$ cat src/rtl/mips_cpu_pkg.sv
// Shared types and constants for the MIPS CPU next-PC logic.
package mips_cpu_pkg;

  typedef logic [31:0] addr_t;

  typedef enum logic [1:0] {
    RUN   = 2'd0,
    DELAY = 2'd1,
    HALT  = 2'd2
  } npc_state_t;

  localparam addr_t RESET_VECTOR = 32'hBFC00000;
  localparam addr_t HALT_ADDR    = 32'h00000000;

endpackage

$ cat src/rtl/mips_cpu_next_pc_if.sv
// Bundle between the pipeline (decode/execute + PC register) and the next-PC stage.
// Redirect strobes (jump, branch_taken) carry no handshake: they are sampled only in a
// cycle where clk_enable & instr_done are high, and the stage never back-pressures.
interface mips_cpu_next_pc_if;
  import mips_cpu_pkg::*;

  logic       clk_enable;
  logic       instr_done;
  addr_t      pc;
  logic       branch_taken;
  addr_t      branch_target;
  logic       jump;
  addr_t      jump_target;

  addr_t      new_pc;
  logic       delay_slot;
  logic       active;
  logic       halted;
  logic       address_error;
  npc_state_t state;

  modport master (
    output clk_enable, instr_done, pc, branch_taken, branch_target, jump, jump_target,
    input  new_pc, delay_slot, active, halted, address_error, state
  );

  modport slave (
    input  clk_enable, instr_done, pc, branch_taken, branch_target, jump, jump_target,
    output new_pc, delay_slot, active, halted, address_error, state
  );

endinterface

$ cat src/rtl/mips_cpu_next_pc.sv
// Next-PC stage: sequential increment, delayed-branch redirect, halt on jump to
// HALT_ADDR and sticky misaligned-target error.
module mips_cpu_next_pc #(
  parameter logic [31:0] RESET_VECTOR = mips_cpu_pkg::RESET_VECTOR,
  parameter logic [31:0] HALT_ADDR    = mips_cpu_pkg::HALT_ADDR
) (
  input  logic              clk,
  input  logic              reset,
  mips_cpu_next_pc_if.slave bus
);
  import mips_cpu_pkg::*;

  npc_state_t state_q, state_d;
  addr_t      target_q, target_d;
  logic       delay_slot_q, delay_slot_d;
  logic       active_q, active_d;
  logic       halted_q, halted_d;
  logic       addr_err_q, addr_err_d;

  logic       adv;
  logic       redirect;
  addr_t      redirect_target;
  addr_t      pc_plus4;
  addr_t      new_pc;

  // Nothing advances unless an instruction retires while the CPU is running.
  assign adv             = bus.clk_enable & bus.instr_done & active_q;
  assign redirect        = bus.jump | bus.branch_taken;
  assign redirect_target = bus.jump ? bus.jump_target : bus.branch_target;
  assign pc_plus4        = bus.pc + 32'd4;

  always_comb begin
    state_d      = state_q;
    target_d     = target_q;
    delay_slot_d = delay_slot_q;
    active_d     = active_q;
    halted_d     = halted_q;
    addr_err_d   = addr_err_q;
    new_pc       = bus.pc;

    case (state_q)
      RUN: begin
        new_pc = pc_plus4;
        if (adv) begin
          delay_slot_d = 1'b0;
          if (redirect) begin
            if (redirect_target[1:0] != 2'b00) begin
              // Misaligned target stops the CPU before any delay slot runs.
              addr_err_d = 1'b1;
              state_d    = HALT;
              active_d   = 1'b0;
              halted_d   = 1'b1;
            end else begin
              target_d     = redirect_target;
              state_d      = DELAY;
              delay_slot_d = 1'b1;
            end
          end
        end
      end
      DELAY: begin
        new_pc = target_q;
        if (adv) begin
          delay_slot_d = 1'b0;
          if (target_q == HALT_ADDR) begin
            state_d  = HALT;
            active_d = 1'b0;
            halted_d = 1'b1;
          end else begin
            state_d = RUN;
          end
        end
      end
      HALT: begin
        new_pc = bus.pc;
      end
      default: begin
        new_pc = bus.pc;
      end
    endcase

    if (!reset) begin
      new_pc = RESET_VECTOR;
    end
  end

  // With adv low the next-state logic already holds every register.
  always_ff @(posedge clk) begin
    if (!reset) begin
      state_q      <= RUN;
      target_q     <= '0;
      delay_slot_q <= 1'b0;
      active_q     <= 1'b1;
      halted_q     <= 1'b0;
      addr_err_q   <= 1'b0;
    end else begin
      state_q      <= state_d;
      target_q     <= target_d;
      delay_slot_q <= delay_slot_d;
      active_q     <= active_d;
      halted_q     <= halted_d;
      addr_err_q   <= addr_err_d;
    end
  end

  assign bus.new_pc        = new_pc;
  assign bus.delay_slot    = delay_slot_q;
  assign bus.active        = active_q;
  assign bus.halted        = halted_q;
  assign bus.address_error = addr_err_q;
  assign bus.state         = state_q;

endmodule

$ cat src/flat_wrapper.sv
// flat-port wrapper written by rule: the top's interface ports become plain ports
module mips_cpu_next_pc_flat import mips_cpu_pkg::*;
#(
  parameter logic [31:0] RESET_VECTOR = mips_cpu_pkg::RESET_VECTOR,
  parameter logic [31:0] HALT_ADDR    = mips_cpu_pkg::HALT_ADDR
)
  (clk, reset, bus_clk_enable, bus_instr_done, bus_pc, bus_branch_taken, bus_branch_target, bus_jump, bus_jump_target, bus_new_pc, bus_delay_slot, bus_active, bus_halted, bus_address_error, bus_state);
  mips_cpu_next_pc_if bus_i ();
  input  logic clk;
  input  logic reset;
  input wire logic [$bits(bus_i.clk_enable)-1:0] bus_clk_enable;
  input wire logic [$bits(bus_i.instr_done)-1:0] bus_instr_done;
  input wire logic [$bits(bus_i.pc)-1:0] bus_pc;
  input wire logic [$bits(bus_i.branch_taken)-1:0] bus_branch_taken;
  input wire logic [$bits(bus_i.branch_target)-1:0] bus_branch_target;
  input wire logic [$bits(bus_i.jump)-1:0] bus_jump;
  input wire logic [$bits(bus_i.jump_target)-1:0] bus_jump_target;
  output wire logic [$bits(bus_i.new_pc)-1:0] bus_new_pc;
  output wire logic [$bits(bus_i.delay_slot)-1:0] bus_delay_slot;
  output wire logic [$bits(bus_i.active)-1:0] bus_active;
  output wire logic [$bits(bus_i.halted)-1:0] bus_halted;
  output wire logic [$bits(bus_i.address_error)-1:0] bus_address_error;
  output wire logic [$bits(bus_i.state)-1:0] bus_state;
  assign bus_i.clk_enable = bus_clk_enable;
  assign bus_i.instr_done = bus_instr_done;
  assign bus_i.pc = bus_pc;
  assign bus_i.branch_taken = bus_branch_taken;
  assign bus_i.branch_target = bus_branch_target;
  assign bus_i.jump = bus_jump;
  assign bus_i.jump_target = bus_jump_target;
  assign bus_new_pc = bus_i.new_pc;
  assign bus_delay_slot = bus_i.delay_slot;
  assign bus_active = bus_i.active;
  assign bus_halted = bus_i.halted;
  assign bus_address_error = bus_i.address_error;
  assign bus_state = bus_i.state;
  mips_cpu_next_pc #(.RESET_VECTOR(RESET_VECTOR), .HALT_ADDR(HALT_ADDR)) u_core (.clk(clk), .reset(reset), .bus(bus_i));
endmodule
$ cat config.mk
export PLATFORM = sky130hd
export DESIGN_NAME = mips_cpu_next_pc_flat
export DESIGN_NICKNAME = d
export VERILOG_FILES = /design/src/rtl/mips_cpu_pkg.sv /design/src/rtl/mips_cpu_next_pc_if.sv /design/src/rtl/mips_cpu_next_pc.sv /design/src/flat_wrapper.sv
export SDC_FILE = /design/constraint.sdc
export NUM_CORES = 1
export LEC_CHECK = 0
export ABC_AREA = 1
export BUFFER_PORTS_ARGS = -buffer_cell sky130_fd_sc_hd__buf_4
export CORE_ASPECT_RATIO = 0.5
export CORE_UTILIZATION = 48
export DETAILED_ROUTE_END_ITERATION = 10
export PLACE_DENSITY = 0.81
export SLEW_MARGIN = 20
export SYNTH_ARGS = -nofsm -noshare
export SYNTH_HDL_FRONTEND = slang
export SYNTH_SLANG_ARGS = --single-unit
$ cat constraint.sdc
create_clock -name clk -period 1.6 [get_ports clk]
set_input_delay 0.24 -clock clk [delete_from_list [all_inputs] [get_ports clk]]
set_output_delay 0.24 -clock clk [all_outputs]
set_load 0.05 [all_outputs]
==> impl_metrics.json, run 1 <==
{
  "synth_edf_count": 0,
  "ys_types": 31,
  "dp_hpwl_um": 9730,
  "ys_seq_area_share_pct": 24.0,
  "root_buffer": "clkbuf_16",
  "ys_warn_count": 0,
  "cts.sinks": 38,
  "syn_nets": 617,
  "io_buffers": 139,
  "preCtsSetupSlack_ns": -0.229,
  "synthArstFlopShare_pct": 0,
  "cts_made_buffers": 5,
  "status": "stopped before the end",
  "synth_area_per_cell_um2": 6.16,
  "fp.dieH_um": 59.4,
  "syn_area_um2": 3160,
  "yosys.area.top_type_share_pct": 24.0,
  "synth.area.top_cells": "dfxtp_1, nand2_1, nand3_1, o211a_1, nor2_1",
  "lastStage": "global routing",
  "synth_flop_cell": "dfxtp_1",
  "yosys.area.top_type": "dfxtp_1",
  "clockBufferDepth": 2,
  "postSynthCellCount": 514,
  "io-pin-count": 140,
  "h-tree-depth": 2,
  "grt_max_degree": 23,
  "stop_error": "[ERROR DPL-0038] Utilization greater than 100%, impossible to legalize",
  "dp.cells": 782,
  "crit_endpoint": "bus_new_pc[22]",
  "row_count": 20,
  "ctsHoldBuffers": 0,
  "die_w_um": 117,
  "worst_endpoint_kind": "primary output",
  "ys_ff_latch": 38,
  "gp_congestion": 0.932,
  "initial_utilization_pct": 51.0
}
[cell families after synthesis]
kind of cell	count (synthesis)	share of synthesized area, %
AOI/OAI and AO/OA	99	23.6
xor gates and xnor gates	6	1.66
adders and majority gates	1	0.395
buffers and inverters	68	9.25
DFF	38	24.0
and+or+nand+nor	302	41.0
[synthesized netlist by cell type, drive strengths merged, types with 10 or more instances]
library cell and number:
nand3 61, nand2 162, a221oi 10, o21ai 12, buf 10, o221ai 13
clkbuf 17, nor2 60, a21oi 24, dfxtp 38, o211a 29, inv 41
[what timing repair did]
item / 4_1_cts
pin swaps: 10
endpoints found under the setup margin: 32
setup buffers: 13
cloned: 1
resized for setup: 87
[per-stage QoR]
stage               utilization (%)  area, um2
floorplan                         -       3480
global placement               81.1       5030
detailed placement             81.1       5030
CTS                            92.2       5720
==> inputs of run 2 (changes only) <==
Settings changed: CORE_ASPECT_RATIO 0.5 to unset, CORE_UTILIZATION 48 to 38, PLACE_DENSITY 0.81 to unset, PLACE_DENSITY_LB_ADDON set to 0.15.
==> run 2 against run 1 <==
Net effect:
- the flow now finishes, with violations (setup timing)
- synthesized cell count unchanged
- synthesized area stayed put
==> impl_metrics.json, run 2 <==
{
  "routed_wl_um": 15100,
  "vias": 4675,
  "cp.arrival_ns": 1.58,
  "synth_top_family_by_area": "simple AND/OR/NAND/NOR gates",
  "slowest_stage": "dfxtp_4",
  "yosys.area_share.simple_pct": 41.0,
  "r2r_slack_ns": -0.10,
  "clk_latency_ns": 0.31,
  "relSlewSlack_pct": 78.5,
  "end_kind": "output port",
  "synth_xor_area_share_pct": 1.66,
  "synth_edf_count": 0,
  "synth_area_per_cell_um2": 6.16,
  "synthToLayoutAreaGrowth_pct": 101,
  "io-pin-count": 140,
  "initial_utilization_pct": 40.1,
  "synth_mux_area_share_pct": 0,
  "antenna_found_initial": 0,
  "ys_seq_area_share_pct": 24.0,
  "clock_skew_ns": 0.0170,
  "critical_path.cell_chain": "inv_6, nand2_8, bufbuf_16, o221ai_2, a21oi_4, buf_6",
  "endpoint": "bus_new_pc[13]",
  "layout_common_cells": "buf_4, nand2_1, nand3_1",
  "grt.total_usage_pct": 31.6,
  "synthArstFlopShare_pct": 0,
  "cts_made_buffers": 5,
  "drv_slew": 0,
  "grt_pass1_vias": 4538,
  "syn_nets": 617,
  "status": "finished with violations",
  "largest_reg_flops": 32,
  "cts_tree": "built",
  "synth.area.top_cells": "dfxtp_1, nand2_1, nand3_1, o211a_1, nor2_1",
  "reg2reg_depth": 9,
  "final_layout_size_suffix_gt1_share_pct": 51.4,
  "crit_fanout": 6,
  "layout_commonest_cell": "buf_4",
  "die_w_um": 93.3,
  "top_register": "u_core.target_q",
  "row_count": 32,
  "period_minus_slack_ns": 1.82,
  "fp.dieH_um": 93.3,
  "syn_area_um2": 3160,
  "dpl_cell_area_um2": 5090,
  "p_total_mw": 3.56,
  "fin_crit_sh_pct": 114,
  "synth-compound-area-share_pct": 23.6,
  "powerDensity_nw_per_um2": 559,
  "diodes": 0,
  "synthTopCellsByCount": "nand2_1, nand3_1, nor2_1",
  "critPathMaxStageDelay_ns": 0.41,
  "timing.rr.end": "u_core.target_q[26]",
  "routed_via_density": 5.58,
  "grt_max_degree": 38,
  "vdd_drop_max_mv": 0.344,
  "clkSlewWorstSetupHoldPaths_ns": 0.09,
  "final_antenna_net_count": 0,
  "layout.cells.non_filler": 838,
  "grt_first_pass_wirelength_um": 21600,
  "root_buffer": "clkbuf_8",
  "ys_ff_latch": 38,
  "r2r-start": "u_core.bus.state[1]",
  "drt-initial-drc-count": 289,
  "critPathLaunch": "u_core.bus.state[1]",
  "yosys.area.top_type": "dfxtp_1",
  "postSynthCellCount": 514,
  "preCtsSetupSlack_ns": -0.312,
  "synth_flop_cell": "dfxtp_1",
  "critPathKind": "reg -> out",
  "fp.dieArea_um2": 8700,
  "gp_congestion": 0.883,
  "synth_fa_ha_area_share_pct": 0.395,
  "ys_types": 31,
  "cap_violations": 0,
  "ys_warn_count": 0,
  "yosys.area.top_type_share_pct": 24.0,
  "max_freq_ghz": 0.549,
  "post-route-drc-count": 0,
  "synth_most_common_cell": "nand2_1",
  "worstSetupStartpointType": "flip-flop",
  "overflow": 0,
  "rsz0062_at_grt": "true",
  "io_buffers": 139,
  "dp_hpwl_um": 9400,
  "h-tree-depth": 2,
  "fill_cells": 520,
  "core_area_um2": 7890,
  "hold_viol": 0,
  "firstDrtPassIters": 5,
  "clockBufferDepth": 2,
  "cts.sinks": 38,
  "wire_per_inst_um": 18.0,
  "layout_setup_ws_ns": -0.223,
  "failed_checks": "setup timing",
  "worst_slew_pin_slew_ns": 0.319,
  "setup_viol": 61,
  "nets": 838,
  "dp.cells": 801,
  "cellLeakagePower_nw": 3.08,
  "cp_data_required_time_ns": 1.36,
  "finish.instance_area_um2": 6370,
  "hold_path.class": "in -> reg"
}
run 2: cell counts after synthesis:
Identical to the previous run, type by type.
run 2: area by class of cell:
| type | instances | area, um2 | area share (%) |
|---|---|---|---|
| inverters | 41 | 166 | 2.61 |
| repair buffers | 241 | 2310 | 36.2 |
| flip-flops and latches | 38 | 769 | 12.1 |
| clock buffers | 5 | 68.8 | 1.08 |
| clock inverters | 3 | 45.0 | 0.707 |
| multi-input cells | 408 | 2880 | 45.3 |
| well taps | 102 | 128 | 2.00 |
run 2: stage by stage:
step	TNS, ns	util (%)	hold WS (ns)
final	-7.16	80.7	0.265
after global routing	-9.83	80.7	0.281
after CTS	-4.91	75.5	0.277
after detailed placement	-4.03	64.5	0.444
after global placement	-3.75	64.5	0.438
after floorplan	-0.0531	-	0.445
run 2: worst min path at each step:
stage | from | to | slack, ns | cells after the start
floorplan | u_core.target_q[11] | u_core.target_q[11] | 0.45 | 2
global placement | u_core.bus.active | u_core.bus.active | 0.44 | 2
finish | bus_branch_target[19] | u_core.target_q[19] | 0.26 | 4
global route | bus_branch_target[19] | u_core.target_q[19] | 0.28 | 4
detailed placement | u_core.bus.active | u_core.bus.active | 0.44 | 2
CTS | bus_jump_target[6] | u_core.target_q[6] | 0.28 | 4
run 2: cells by family (layout without fill, tap and decap cells):
kind of cell	Yosys count	count (layout)
adder cells (fa/ha/maj)	1	1
buffers and inverters	68	290
AND/OR/NAND/NOR	302	302
AO/OA/AOI/OAI	99	99
XOR/XNOR	6	6
flip-flops	38	38
run 2: critical path, delay by kind of cell, from the launching register on:
kind	cells	cell delay [ns]
flops	1	0.41
simple gates	1	0.10
buf+inv	3	0.50
compound gates	2	0.25
run 2: timing repair:
item                       4_1_cts  5_1_grt
setup endpoints to repair       35       62
resized for setup              109       75
gates cloned                     5        5
buffers inserted                15        7
hold buffers                     0        0
pin swaps                       18       25
run 2: report_power, final:
| part | internal [mW] | total (mW) | switching [mW] |
|---|---|---|---|
| logic | 0.757 | 1.69 | 0.930 |
| clock network | 0.464 | 0.861 | 0.397 |
| registers | 0.976 | 1.01 | 0.0369 |
| total | 2.20 | 3.56 | 1.36 |
run 2: layer usage:
| layer | track usage [%] | share of wire [%] | up-vias |
|---|---|---|---|
| met5 | 0 | 0 | - |
| met2 | 55.6 | 50 | 237 |
| li1 | - | - | 2208 |
| met4 | 11.8 | 2.8 | 0 |
| met1 | 39.0 | 39 | 2196 |
| met3 | 4.47 | 7.6 | 34 |
Note: power is estimated with default switching activity, not from simulation.
